[src/rtl/fft_lane_code_encoder_pkg.sv]
// Shared lane-code definitions for the FFT lane-select encoder and decoder.
// Package name is fft_lane_pkg so the decoder side can import the same constants.
package fft_lane_pkg;

    typedef logic [2:0] lane_code_t;

    typedef enum logic {IDLE, BUSY} lane_enc_state_e;

    localparam lane_code_t LANE_CODE_L0   = 3'b000;
    localparam lane_code_t LANE_CODE_L1   = 3'b001;
    localparam lane_code_t LANE_CODE_L2   = 3'b100;
    localparam lane_code_t LANE_CODE_IDLE = 3'b010;

    function automatic lane_code_t lane_code(input logic [1:0] idx);
        case (idx)
            2'd0:    lane_code = LANE_CODE_L0;
            2'd1:    lane_code = LANE_CODE_L1;
            2'd2:    lane_code = LANE_CODE_L2;
            default: lane_code = LANE_CODE_IDLE;
        endcase
    endfunction

endpackage

[src/rtl/fft_lane_code_encoder_arb3.sv]
// Combinational 3-way arbiter; round-robin from ptr+1 when FFT_LANE_ENC_RR_EN
// is defined, otherwise fixed priority lane0 > lane1 > lane2.
module lane_arb3
    import fft_lane_pkg::*;
(
    input  logic [2:0] req,
    input  logic [1:0] ptr,
    output logic [2:0] grant,
    output logic [1:0] grant_idx
);

`ifdef FFT_LANE_ENC_RR_EN
    logic [1:0] start;
    logic [2:0] cand;

    always_comb begin
        grant     = 3'b000;
        grant_idx = 2'd0;
        cand      = 3'd0;
        start     = (ptr >= 2'd2) ? 2'd0 : ptr + 2'd1;
        // Walk from the farthest candidate down so the nearest requester wins last.
        for (int k = 2; k >= 0; k--) begin
            cand = {1'b0, start} + 3'(k);
            if (cand >= 3'd3)
                cand = cand - 3'd3;
            if (req[cand[1:0]]) begin
                grant     = 3'b001 << cand[1:0];
                grant_idx = cand[1:0];
            end
        end
    end
`else
    logic unused_ptr;
    assign unused_ptr = ^ptr;

    always_comb begin
        grant     = 3'b000;
        grant_idx = 2'd0;
        if (req[0]) begin
            grant     = 3'b001;
            grant_idx = 2'd0;
        end else if (req[1]) begin
            grant     = 3'b010;
            grant_idx = 2'd1;
        end else if (req[2]) begin
            grant     = 3'b100;
            grant_idx = 2'd2;
        end
    end
`endif

endmodule

[src/rtl/fft_lane_code_encoder.sv]
// Three-lane arbiter/encoder feeding the lane-select decoder with a registered
// valid/ready stream. Round-robin arbitration is enabled by FFT_LANE_ENC_RR_EN.
module fft_lane_code_encoder
    import fft_lane_pkg::*;
#(
    parameter type addr_t = logic [9:0],
    parameter int  CNT_W  = 16
) (
    input  logic              clk,
    input  logic              rst,
    input  logic [2:0]        req_i,
    input  addr_t [2:0]       addr_i,
    output logic [2:0]        ack_o,
    output lane_code_t        code_o,
    output addr_t             addr_o,
    output logic              valid_o,
    input  logic              ready_i,
    output logic [CNT_W-1:0]  xfer_cnt_o
);

    lane_enc_state_e state;
    logic [2:0]      grant;
    logic [1:0]      grant_idx;
    logic [1:0]      ptr_q;
    logic            cap;
    logic            fire;

    assign valid_o = (state == BUSY);
    assign fire    = valid_o && ready_i;
    assign cap     = (!valid_o || ready_i) && (|req_i);
    // No ack may leak out while reset is held, even though valid_o is already low.
    assign ack_o   = (cap && !rst) ? grant : 3'b000;

    lane_arb3 u_arb (
        .req       (req_i),
        .ptr       (ptr_q),
        .grant     (grant),
        .grant_idx (grant_idx)
    );

`ifdef FFT_LANE_ENC_RR_EN
    always_ff @(posedge clk or posedge rst) begin
        if (rst)
            ptr_q <= 2'd2;
        else if (cap)
            ptr_q <= grant_idx;
    end
`else
    assign ptr_q = 2'd2;
`endif

    always_ff @(posedge clk or posedge rst) begin
        if (rst) begin
            state  <= IDLE;
            code_o <= LANE_CODE_IDLE;
            addr_o <= '0;
        end else if (cap) begin
            state  <= BUSY;
            code_o <= lane_code(grant_idx);
            addr_o <= addr_i[grant_idx];
        end else if (fire) begin
            state  <= IDLE;
            code_o <= LANE_CODE_IDLE;
        end
    end

    always_ff @(posedge clk or posedge rst) begin
        if (rst)
            xfer_cnt_o <= '0;
        else if (fire)
            xfer_cnt_o <= xfer_cnt_o + 1'b1;
    end

endmodule

[config.mk]
export PLATFORM = sky130hd
export DESIGN_NAME = fft_lane_code_encoder
export DESIGN_NICKNAME = d
export VERILOG_FILES = /design/src/rtl/fft_lane_code_encoder_pkg.sv /design/src/rtl/fft_lane_code_encoder_arb3.sv /design/src/rtl/fft_lane_code_encoder.sv
export SDC_FILE = /design/constraint.sdc
export NUM_CORES = 1
export LEC_CHECK = 0
export BUFFER_PORTS_ARGS = -buffer_cell sky130_fd_sc_hd__buf_2
export CAP_MARGIN = 20
export CORE_UTILIZATION = 50
export DETAILED_ROUTE_END_ITERATION = 12
export HOLD_SLACK_MARGIN = 0.15
export PLACE_DENSITY = 0.9
export SLEW_MARGIN = 20
export SYNTH_ARGS = -nofsm -noshare
export SYNTH_HDL_FRONTEND = slang
export SYNTH_SLANG_ARGS = --single-unit
[constraint.sdc]
create_clock -name clk -period 4 [get_ports clk]
set_input_delay 0.4 -clock clk [delete_from_list [all_inputs] [get_ports clk]]
set_output_delay 0.4 -clock clk [all_outputs]
set_load 0.01 [all_outputs]
==> run metrics, run 1 <==
Post-Place Worst Slack=1.76 ns; clk_lat worst skew=0.32 ns; Longest Clk Path Bufs=2; router iterations before antenna repair=9; Vert. Die Dim=58.0 um; compound-cell area share of the yosys netlist=0.109; Crit-path slowest cell=a21o_1; vias after detailed routing=1421; hold buffers post-CTS=0; Slew headroom=0.605; # Post-CTS Setup Buffers=0; crit start category=flop; Final setup viols=0; setup TNS=0 ns; Reg2Reg Depth=4; Synth Area in Simple Gates=0.291; Multi-input gate area=781 um^2; Total GRT Usage=0.232; largest net degree at the start of global routing=31; DRT Wirelength=3520 um; CP delay by family, top=simple AND/OR/NAND/NOR gates; Die Area=0.00336 mm^2; DR iter-0 viols=55; worst hold path type=input port to asynchronous set/reset pin; clk_skew=0.0130 ns; RSZ-0062 raised after global routing=no; Slew Viols, Final=0; Final Hold Viols=0; Mapped Cells=162; Netlist cell types=33; Peak Freq=397 MHz; minimum clock period=2.52 ns; clk slew on worst S/H paths=0.10 ns; reg-to-reg slack, setup=2.31 ns; Critical Path AT=2.12 ns; commonest non-fill, non-tap cell in the layout=buf_2; hold_ws=0.170 ns; ANT cells=0; r2r endpoint=addr_o[7]; post_cts resized=0; period utilization=0.629; CTS tree=done; Synth area leader=dfrtp_1; CP endpoint kind=output port; fill count=231; Synth Area in XOR/XNOR=0.0838; TritonCTS buffer count=5; Core Area=0.00285 mm^2; num rows=19; clock sink count=30; Leak=1.04 nW; sequential area share after synthesis=0.480; dpl hpwl=2680 um; Final nets=270; mux cell area share after synthesis=0.00718; layout cell share with drive strength beyond 1=0.350; worst-path maximum fanout=21; area added between synthesis and finish=27.0%; CP Cell Sequence=nor2b_1 > a21o_1 > inv_1 > and3_1 > buf_2; IO Count=69; fin worst setup slack=1.48 ns; Buf+Inv Stages, Crit Path=2; CP max stage delay=0.52 ns; CTS root buf=clkbuf_4; total grt overflow=0; Die X=58.0 um; Setup CP Type=flop to output port; # port buffers=68; Power Dens Cells=409 mW/mm^2; most frequent cells in the layout=68 x buf_2, 29 x dfrtp_1, 19 x nand2_1; DR DRC count=4; Synth warnings=0; Reg area=752 um^2; Placer Congestion=0.816; DRT antenna net count=0; total power draw=0.813 mW; failing checks=DRC; FF+latch count, synth=30; Post-Synth Adder-Cell Area=0.00798; Peak supply drop=0.000241 V; Max Cap Viol=0; Crit Reg-Reg Startpoint=valid_o; Yosys top cell area share=0.463; status=complete, but fails checks; vias in the first global route=1346; drt via density=5.36; final design utilization=0.698; main combinational cell family by area after synthesis=simple AND/OR/NAND/NOR gates; H-tree depth=2; critical path required time=3.60 ns; Syn Area/Cell=9.68 um^2; first-pass GRT wire length=5830 um; Initial Util=0.550; Post-Syn Area=0.00157 mm^2; largest cells by area after synthesis=dfrtp_1 46%, nand2b_1 5.6%, xnor2_1 5.0%; Syn Nets=199; antenna violations before repair=0; Worst Tran Pin Value=0.593 ns; Routed WL per cell=13.3 um
[cells in the mapped netlist (all sizes together)]
cell type  count
nor4           1
a2bb2oi        1
nor3           2
nand4          6
and2           1
clkbuf         2
nand3          2
a21oi         12
a21o           1
buf            3
nor2          18
and3           5
a22o           1
o31ai         10
nand2         19
nor4b          2
or4            1
or2b           6
and4           1
ha             1
dfstp          1
nand2b        14
xor2           6
nor2b          2
dfrtp         29
o21ai          2
inv            3
mux2           1
xnor2          9
[cell families after synthesis]
logic type                 Yosys count
AOI/OAI and AO/OA                   27
adders and majority gates            1
muxes                                1
DFF                                 30
buffers and inverters                8
xor gates and xnor gates            15
and+or+nand+nor                     80
[state kept, by name (all words and copies together) (netlist names)]
name,count
addr_o,10
xfer_cnt_o,16
code_o,3
valid_o,1
[worst max path at each step]
stage / startpoint / end / slack [ns] / depth (start not counted)
2_1_floorplan: rst / ack_o[0] / 2.24 / 2
3_3_place_gp: ready_i / ack_o[0] / 1.83 / 6
3_5_place_dp: ready_i / ack_o[0] / 1.76 / 6
4_1_cts: valid_o / ack_o[0] / 1.45 / 5
5_1_grt: valid_o / ack_o[0] / 1.27 / 5
6_report: valid_o / ack_o[0] / 1.48 / 5
[layout make-up]
| class | count | share of cell area |
|---|---|---|
| Timing Repair Buffer | 69 | 0.175 |
| Clock inverter | 1 | 0.00251 |
| Tap cell | 31 | 0.0195 |
| Multi-Input combinational cell | 124 | 0.392 |
| Inverter | 3 | 0.00566 |
| Clock buffer | 7 | 0.0277 |
| Sequential cell | 30 | 0.378 |
[where the power goes]
part | total (mW) | internal [mW] | switching (mW)
registers | 0.409 | 0.355 | 0.0549
logic | 0.219 | 0.106 | 0.113
clock network | 0.184 | 0.0851 | 0.0993
total | 0.813 | 0.546 | 0.268
[per-stage QoR]
| stage | cells | cell area [um^2] |
|---|---|---|
| 6_report | 265 | 1990 |
| 5_1_grt | 265 | 1990 |
| 3_3_place_gp | 257 | 1930 |
| 2_1_floorplan | 162 | 1570 |
| 4_1_cts | 265 | 1990 |
| 3_5_place_dp | 257 | 1930 |
[worst min-delay path: stages]
cell	delay, ns
buf_2	0.11
inv_1	0.06
buf_4	0.34
[routing by layer]
layer,GRT usage,share of wire,vias up
met2,0.365,0.46,69
met3,0.0692,0.077,6
met5,0,0,-
li1,-,-,701
met4,0.109,0.019,0
met1,0.294,0.44,645
(Power assumes the default switching activity.)
==> run 2: changes to the inputs <==
- ABC_AREA: not set -> 1
- CORE_UTILIZATION: 50 -> 48
- PLACE_DENSITY: 0.9 -> 0.86
- clock period: 4 -> 2.45 ns (I/O delays scaled with it)
==> run 2 against run 1 <==
  * The run now ends clean
  * Core utilization shrank 6.4 points
  * Critical path depth shrank 1
  * Flip-flop and latch count is the same
  * Global-route usage shrank 0.72 points
  * Sequential share of layout area shrank 2.2 points
  * Register-to-register slack lost 1.2 ns
  * Via count grew 15%
  * Setup slack lost 0.64 ns
  * Highest routed layer unchanged
==> run metrics, run 2 <==
Synth Area in Simple Gates=0.415 (was 0.291); Post-Syn Area=0.00168 mm^2 (was 0.00157 mm^2); vias in the first global route=1493 (was 1346); layout cell share with drive strength beyond 1=0.323 (was 0.350); CP endpoint kind=output port (unchanged); DR DRC count=0 (was 4); Initial Util=0.503 (was 0.550); H-tree depth=2 (unchanged); RSZ-0062 raised after global routing=no (unchanged); minimum clock period=1.60 ns; IO Count=69 (unchanged); count leader, synth=nand2_1 (was dfrtp_1); status=complete, no violations (was complete, but fails checks); TritonCTS buffer count=5 (unchanged); Post-synth EDFFs=0 (unchanged); CTS tree=done (unchanged); FF+latch count, synth=30 (unchanged); Primary FF master, synth=dfrtp_1 (unchanged); Core Area=0.00334 mm^2 (was 0.00285 mm^2); compound-cell area share of the yosys netlist=0.0149 (was 0.109); Yosys top cell area share=0.432 (was 0.463); clk_lat worst skew=0.31 ns (was 0.32 ns); commonest non-fill, non-tap cell in the layout=nand2_1 (was buf_2); Final Hold Viols=0 (unchanged); most frequent cells in the layout=78 x nand2_1, 68 x buf_2, 29 x dfrtp_1 (was 68 x buf_2, 29 x dfrtp_1, 19 x nand2_1); Mapped Cells=217 (was 162); Reg with most FFs=xfer_cnt_o (unchanged); asr flop ratio synth=1.00 (unchanged); clk slew on worst S/H paths=0.09 ns (was 0.10 ns); Peak supply drop=0.000455 V (was 0.000241 V); critical path required time=2.20 ns (was 3.60 ns); Routed WL per cell=11.2 um (was 13.3 um); top post-synthesis cells by count=78 x nand2_1, 29 x dfrtp_1, 27 x nand3_1, 16 x inv_1, 15 x nor2_1 (was 29 x dfrtp_1, 19 x nand2_1, 17 x nor2_1, 14 x nand2b_1, 12 x a21oi_1); DR iter-0 viols=82 (was 55); drt via density=4.85 (was 5.36); largest registers=xfer_cnt_o (16), addr_o (10), code_o (3) (unchanged); max reg flops=16 (unchanged); Synth Area in XOR/XNOR=0.0469 (was 0.0838); Placer Congestion=0.856 (was 0.816); reg-to-reg slack, setup=1.15 ns (was 2.31 ns); Longest Clk Path Bufs=2 (unchanged); first-pass GRT wire length=6220 um (was 5830 um); Final setup viols=0 (unchanged); mux cell area share after synthesis=0 (was 0.00718); Power Dens Cells=638 mW/mm^2 (was 409 mW/mm^2); crit start category=flop (unchanged); Post-Synth Adder-Cell Area=0.00745 (was 0.00798); dpl hpwl=2860 um (was 2680 um); Die X=61.1 um (was 58.0 um); Netlist cell types=25 (was 33); router iterations before antenna repair=4 (was 9); Vert. Die Dim=61.1 um (was 58.0 um); Slew Viols, Final=0 (unchanged); Worst Tran Pin Value=0.554 ns (was 0.593 ns); # port buffers=68 (unchanged); num rows=21 (was 19); Slew headroom=0.630 (was 0.605); Syn Nets=254 (was 199); Peak Freq=624 MHz; largest net degree at the start of global routing=23 (was 31); Setup CP Type=flop to output port (unchanged); fill count=310 (was 231); DRT Wirelength=3780 um (was 3520 um); Leak=1.16 nW (was 1.04 nW); main combinational cell family by area after synthesis=simple AND/OR/NAND/NOR gates (unchanged); Synth warnings=0 (unchanged); CTS root buf=clkbuf_4 (unchanged); Critical Path AT=1.36 ns (was 2.12 ns); clock sink count=30 (unchanged); antenna violations before repair=0 (unchanged); worst hold path type=input port to flop (was input port to asynchronous set/reset pin); Synth area leader=dfrtp_1 (unchanged); ANT cells=0 (unchanged); worst-path maximum fanout=19 (was 21); period utilization=0.655; Die Area=0.00374 mm^2 (was 0.00336 mm^2); Multi-input gate area=813 um^2 (was 781 um^2); post_cts resized=0 (unchanged); area added between synthesis and finish=26.0% (was 27.0%); setup TNS=0 ns (unchanged); largest cells by area after synthesis=dfrtp_1 43%, nand2_1 17%, nand3_1 8.0% (was dfrtp_1 46%, nand2b_1 5.6%, xnor2_1 5.0%); total grt overflow=0 (unchanged); vias after detailed routing=1633 (was 1421); final design utilization=0.634 (was 0.698); Reg area=752 um^2 (unchanged); Total GRT Usage=0.224 (was 0.232); DRT antenna net count=0 (unchanged); clk_skew=0.00204 ns (was 0.0130 ns); Max Cap Viol=0 (unchanged); Final nets=327 (was 270); Syn Area/Cell=7.74 um^2 (was 9.68 um^2); sequential area share after synthesis=0.448 (was 0.480)
## run 2: power breakdown
part	switching [mW]	internal, mW	leakage [nW]
Sequential	0.0798	0.579	0.378
Clock	0.159	0.139	0.0353
Combinational	0.231	0.161	0.743
## run 2: cell families (layout without fill, tap and decap cells)
kind of cell | Yosys count | in the layout
and+or+nand+nor | 149 | 149
DFF | 30 | 30
buffers and inverters | 23 | 97
xor gates and xnor gates | 9 | 9
AOI/OAI and AO/OA | 5 | 5
adders and majority gates | 1 | 1
## run 2: final timing paths
check / startpoint / end / depth (start not counted)
min: addr_i[27] / addr_o[7] / 4
min in group asynchronous: rst / addr_o[0] / 3
max reg2reg: xfer_cnt_o[1] / xfer_cnt_o[8] / 6
min reg2reg: addr_o[7] / addr_o[7] / 2
max in group asynchronous: rst / code_o[1] / 4
max: valid_o / ack_o[1] / 4
## run 2: layer usage
| metal | part of all wire | GRT usage | vias to the layer above |
|---|---|---|---|
| met1 | 0.46 | 0.295 | 768 |
| li1 | - | - | 818 |
| met5 | 0 | 0 | - |
| met2 | 0.49 | 0.368 | 43 |
| met4 | 0.012 | 0.0812 | 0 |
| met3 | 0.040 | 0.0441 | 4 |
## run 2: critical path, stage by stage (launching register included)
cell	delay (ns)
dfrtp_1	0.43
nand2_1	0.16
nand2_4	0.16
nor3_1	0.15
buf_2	0.16
## run 2: final cells by class
class,count,area share
timing repair buffer,71,0.173
clock buffer,7,0.0260
sequential,30,0.355
multi-input combinational,164,0.384
clock inverter,1,0.00237
inverter,18,0.0319
tap,46,0.0272
## run 2: per-stage QoR
stage | setup slack [ns] | std cells | power, mW | hold slack [ns] | area (um^2)
floorplan | 1.14 | 217 | 0.904 | 0.335 | 1680
global placement | 1.14 | 328 | 1.05 | 0.359 | 2050
detailed placement | 1.11 | 328 | 1.06 | 0.365 | 2050
CTS | 0.838 | 337 | 1.36 | 0.220 | 2120
global route | 0.736 | 337 | 1.44 | 0.242 | 2120
finish | 0.846 | 337 | 1.35 | 0.227 | 2120
## run 2: timing repair
action	4_1_cts	5_1_grt
buffers inserted	0	0
setup endpoints to repair	0	0
hold buffers	1	0
endpoints found under the hold margin	13	0
==> run 3: changes to the inputs <==
- CORE_UTILIZATION: 48 -> 43
- PLACE_DENSITY: 0.86 -> 0.81
- clock period: 2.45 -> 1.38 ns (I/O delays scaled with it)
==> run 3 against run 2 <==
  * Critical path type unchanged
  * Sequential share of layout area decreased by 0.82 points
  * Die area increased by 11%
  * Final cell count increased by 1.2%
  * Largest cell class unchanged
  * Flip-flop and latch count unchanged
  * First-iteration DRC count decreased by 21%
  * Hold slack got worse by 0.065 ns
==> run metrics, run 3 (synthesized netlist as in run 2, its figures left out) <==
status=complete, no violations (unchanged); critical path required time=1.24 ns (was 2.20 ns); Post-Place Worst Slack=0.0893 ns (was 1.11 ns); crit start category=flop (unchanged); num rows=22 (was 21); IO Count=69 (unchanged); area added between synthesis and finish=29.0% (was 26.0%); fin worst setup slack=0.0571 ns (was 0.846 ns); Core Area=0.00372 mm^2 (was 0.00334 mm^2); Worst Tran Pin Value=0.417 ns (was 0.554 ns); first-pass GRT wire length=6800 um (was 6220 um); Total GRT Usage=0.212 (was 0.224); Reg2Reg Depth=6 (unchanged); Setup CP Type=flop to output port (unchanged); Switch Pwr=0.873 mW (was 0.471 mW); Slew headroom=0.722 (was 0.630); Vert. Die Dim=64.5 um (was 61.1 um); Longest Clk Path Bufs=2 (unchanged); Switching Fraction=0.338 (was 0.349); GRT met1 Usage=0.267 (was 0.295); drt via density=4.76 (was 4.85); antenna violations before repair=0 (unchanged); period utilization=0.959; max reg flops=16 (unchanged); minimum clock period=1.32 ns; largest registers=xfer_cnt_o (16), addr_o (10), code_o (3) (unchanged); router iterations before antenna repair=4 (unchanged); clk_lat worst skew=0.28 ns (was 0.31 ns); clock group share of total power=0.253 (was 0.221); Initial Util=0.452 (was 0.503); DRT Wirelength=4010 um (was 3780 um); Leak=1.17 nW (was 1.16 nW); Final nets=329 (was 327); Placer Congestion=0.862 (was 0.856); H-tree depth=2 (unchanged); Hold Path Cell Cnt=4 (unchanged); Peak Freq=756 MHz; clock sink count=30 (unchanged); most frequent cells in the layout=77 x nand2_1, 68 x buf_2, 29 x dfrtp_1 (was 78 x nand2_1, 68 x buf_2, 29 x dfrtp_1); vias after detailed routing=1622 (was 1633); Routed WL per cell=11.7 um (was 11.2 um); Final Hold Viols=0 (unchanged); largest net degree at the start of global routing=31 (was 23); Peak supply drop=0.000589 V (was 0.000455 V); sequential share of power=0.456 (was 0.488); Final setup viols=0 (unchanged); CTS root buf=clkbuf_8 (was clkbuf_4); Reg with most FFs=xfer_cnt_o (unchanged); DRT antenna net count=0 (unchanged); Max Cap Viol=0 (unchanged); TritonCTS buffer count=5 (unchanged); DR DRC count=0 (unchanged); met3 usage=0.0335 (was 0.0441); DR iter-0 viols=65 (was 82); CP endpoint kind=output port (unchanged); internal power=1.71 mW (was 0.879 mW); met2 GRT Util=0.359 (was 0.368); clk slew on worst S/H paths=0.06 ns (was 0.09 ns); vias in the first global route=1577 (was 1493); total grt overflow=0 (unchanged); layout cell share with drive strength beyond 1=0.331 (was 0.323); Die X=64.5 um (was 61.1 um); GR peak layer=met2 (unchanged); CTS tree=done (unchanged); Critical Path AT=1.18 ns (was 1.36 ns); Slew Viols, Final=0 (unchanged); # port buffers=68 (unchanged); commonest non-fill, non-tap cell in the layout=nand2_1 (unchanged); Power Dens Cells=1190 mW/mm^2 (was 638 mW/mm^2); worst hold path type=input port to flop (unchanged); Combinational Power Share=0.291 (about the same); clk_skew=0.00878 ns (was 0.00204 ns); Die Area=0.00416 mm^2 (was 0.00374 mm^2); dpl hpwl=2930 um (was 2860 um); ANT cells=0 (unchanged); worst-path maximum fanout=4 (was 19); final design utilization=0.583 (was 0.634)
==> run 3: per-layer routing <==
layer | routed length (um) | up-vias
li1 | - | 827
met1 | 1750 | 751
met2 | 2030 | 33
met3 | 116 | 11
met4 | 111 | 0
met5 | 0 | -
==> run 3: worst paths after layout <==
| path | start | end | slack [ns] |
|---|---|---|---|
| worst min register to register | addr_o[1] | addr_o[1] | 0.48 |
| worst max-delay path | valid_o | ack_o[0] | 0.06 |
| min in group asynchronous | rst | addr_o[2] | 0.53 |
| max in group asynchronous | rst | code_o[1] | 0.54 |
| worst max register to register | xfer_cnt_o[0] | xfer_cnt_o[12] | 0.12 |
| worst min-delay path | addr_i[27] | addr_o[7] | 0.16 |
==> run 3: power groups by stage <==
stage / logic (mW) / clock network [mW] / registers [mW]
2_1_floorplan: 0.365 / 0 / 1.24
3_3_place_gp: 0.686 / 0 / 1.18
3_5_place_dp: 0.701 / 0 / 1.20
4_1_cts: 0.711 / 0.671 / 1.18
5_1_grt: 0.850 / 0.717 / 1.19
6_report: 0.753 / 0.654 / 1.18
==> run 3: area by class of cell <==
type	instances	area [um^2]
clock buffer	8	80.1
fill	356	1550
inverter	18	67.6
multi-input combinational	164	826
sequential	30	752
tap	48	60.1
timing repair buffer	73	380
==> run 3: critical path: stages (launching register included) <==
cell and delay (ns):
dfrtp_1 0.42, nand2_2 0.12, nand2_4 0.07, nor3_2 0.14
buf_2 0.16
==> run 3: timing repair <==
action | in CTS | in global routing
gates cloned | 0 | 0
endpoints found under the hold margin | 29 | 0
setup endpoints to repair | 3 | 6
setup buffers | 1 | 2
gates resized for setup | 0 | 3
hold buffers | 1 | 0
pin swaps | 1 | 0
==> run 3: stage by stage <==
| stage | cells | hold WS, ns | instance area [um^2] | setup TNS [ns] | power [mW] |
|---|---|---|---|---|---|
| after floorplan | 217 | 0.228 | 1680 | 0 | 1.61 |
| after global placement | 329 | 0.267 | 2040 | 0 | 1.86 |
| after detailed placement | 329 | 0.268 | 2040 | 0 | 1.90 |
| after CTS | 339 | 0.162 | 2140 | 0 | 2.56 |
| after global routing | 341 | 0.185 | 2170 | -0.0114 | 2.76 |
| final | 341 | 0.162 | 2170 | 0 | 2.58 |
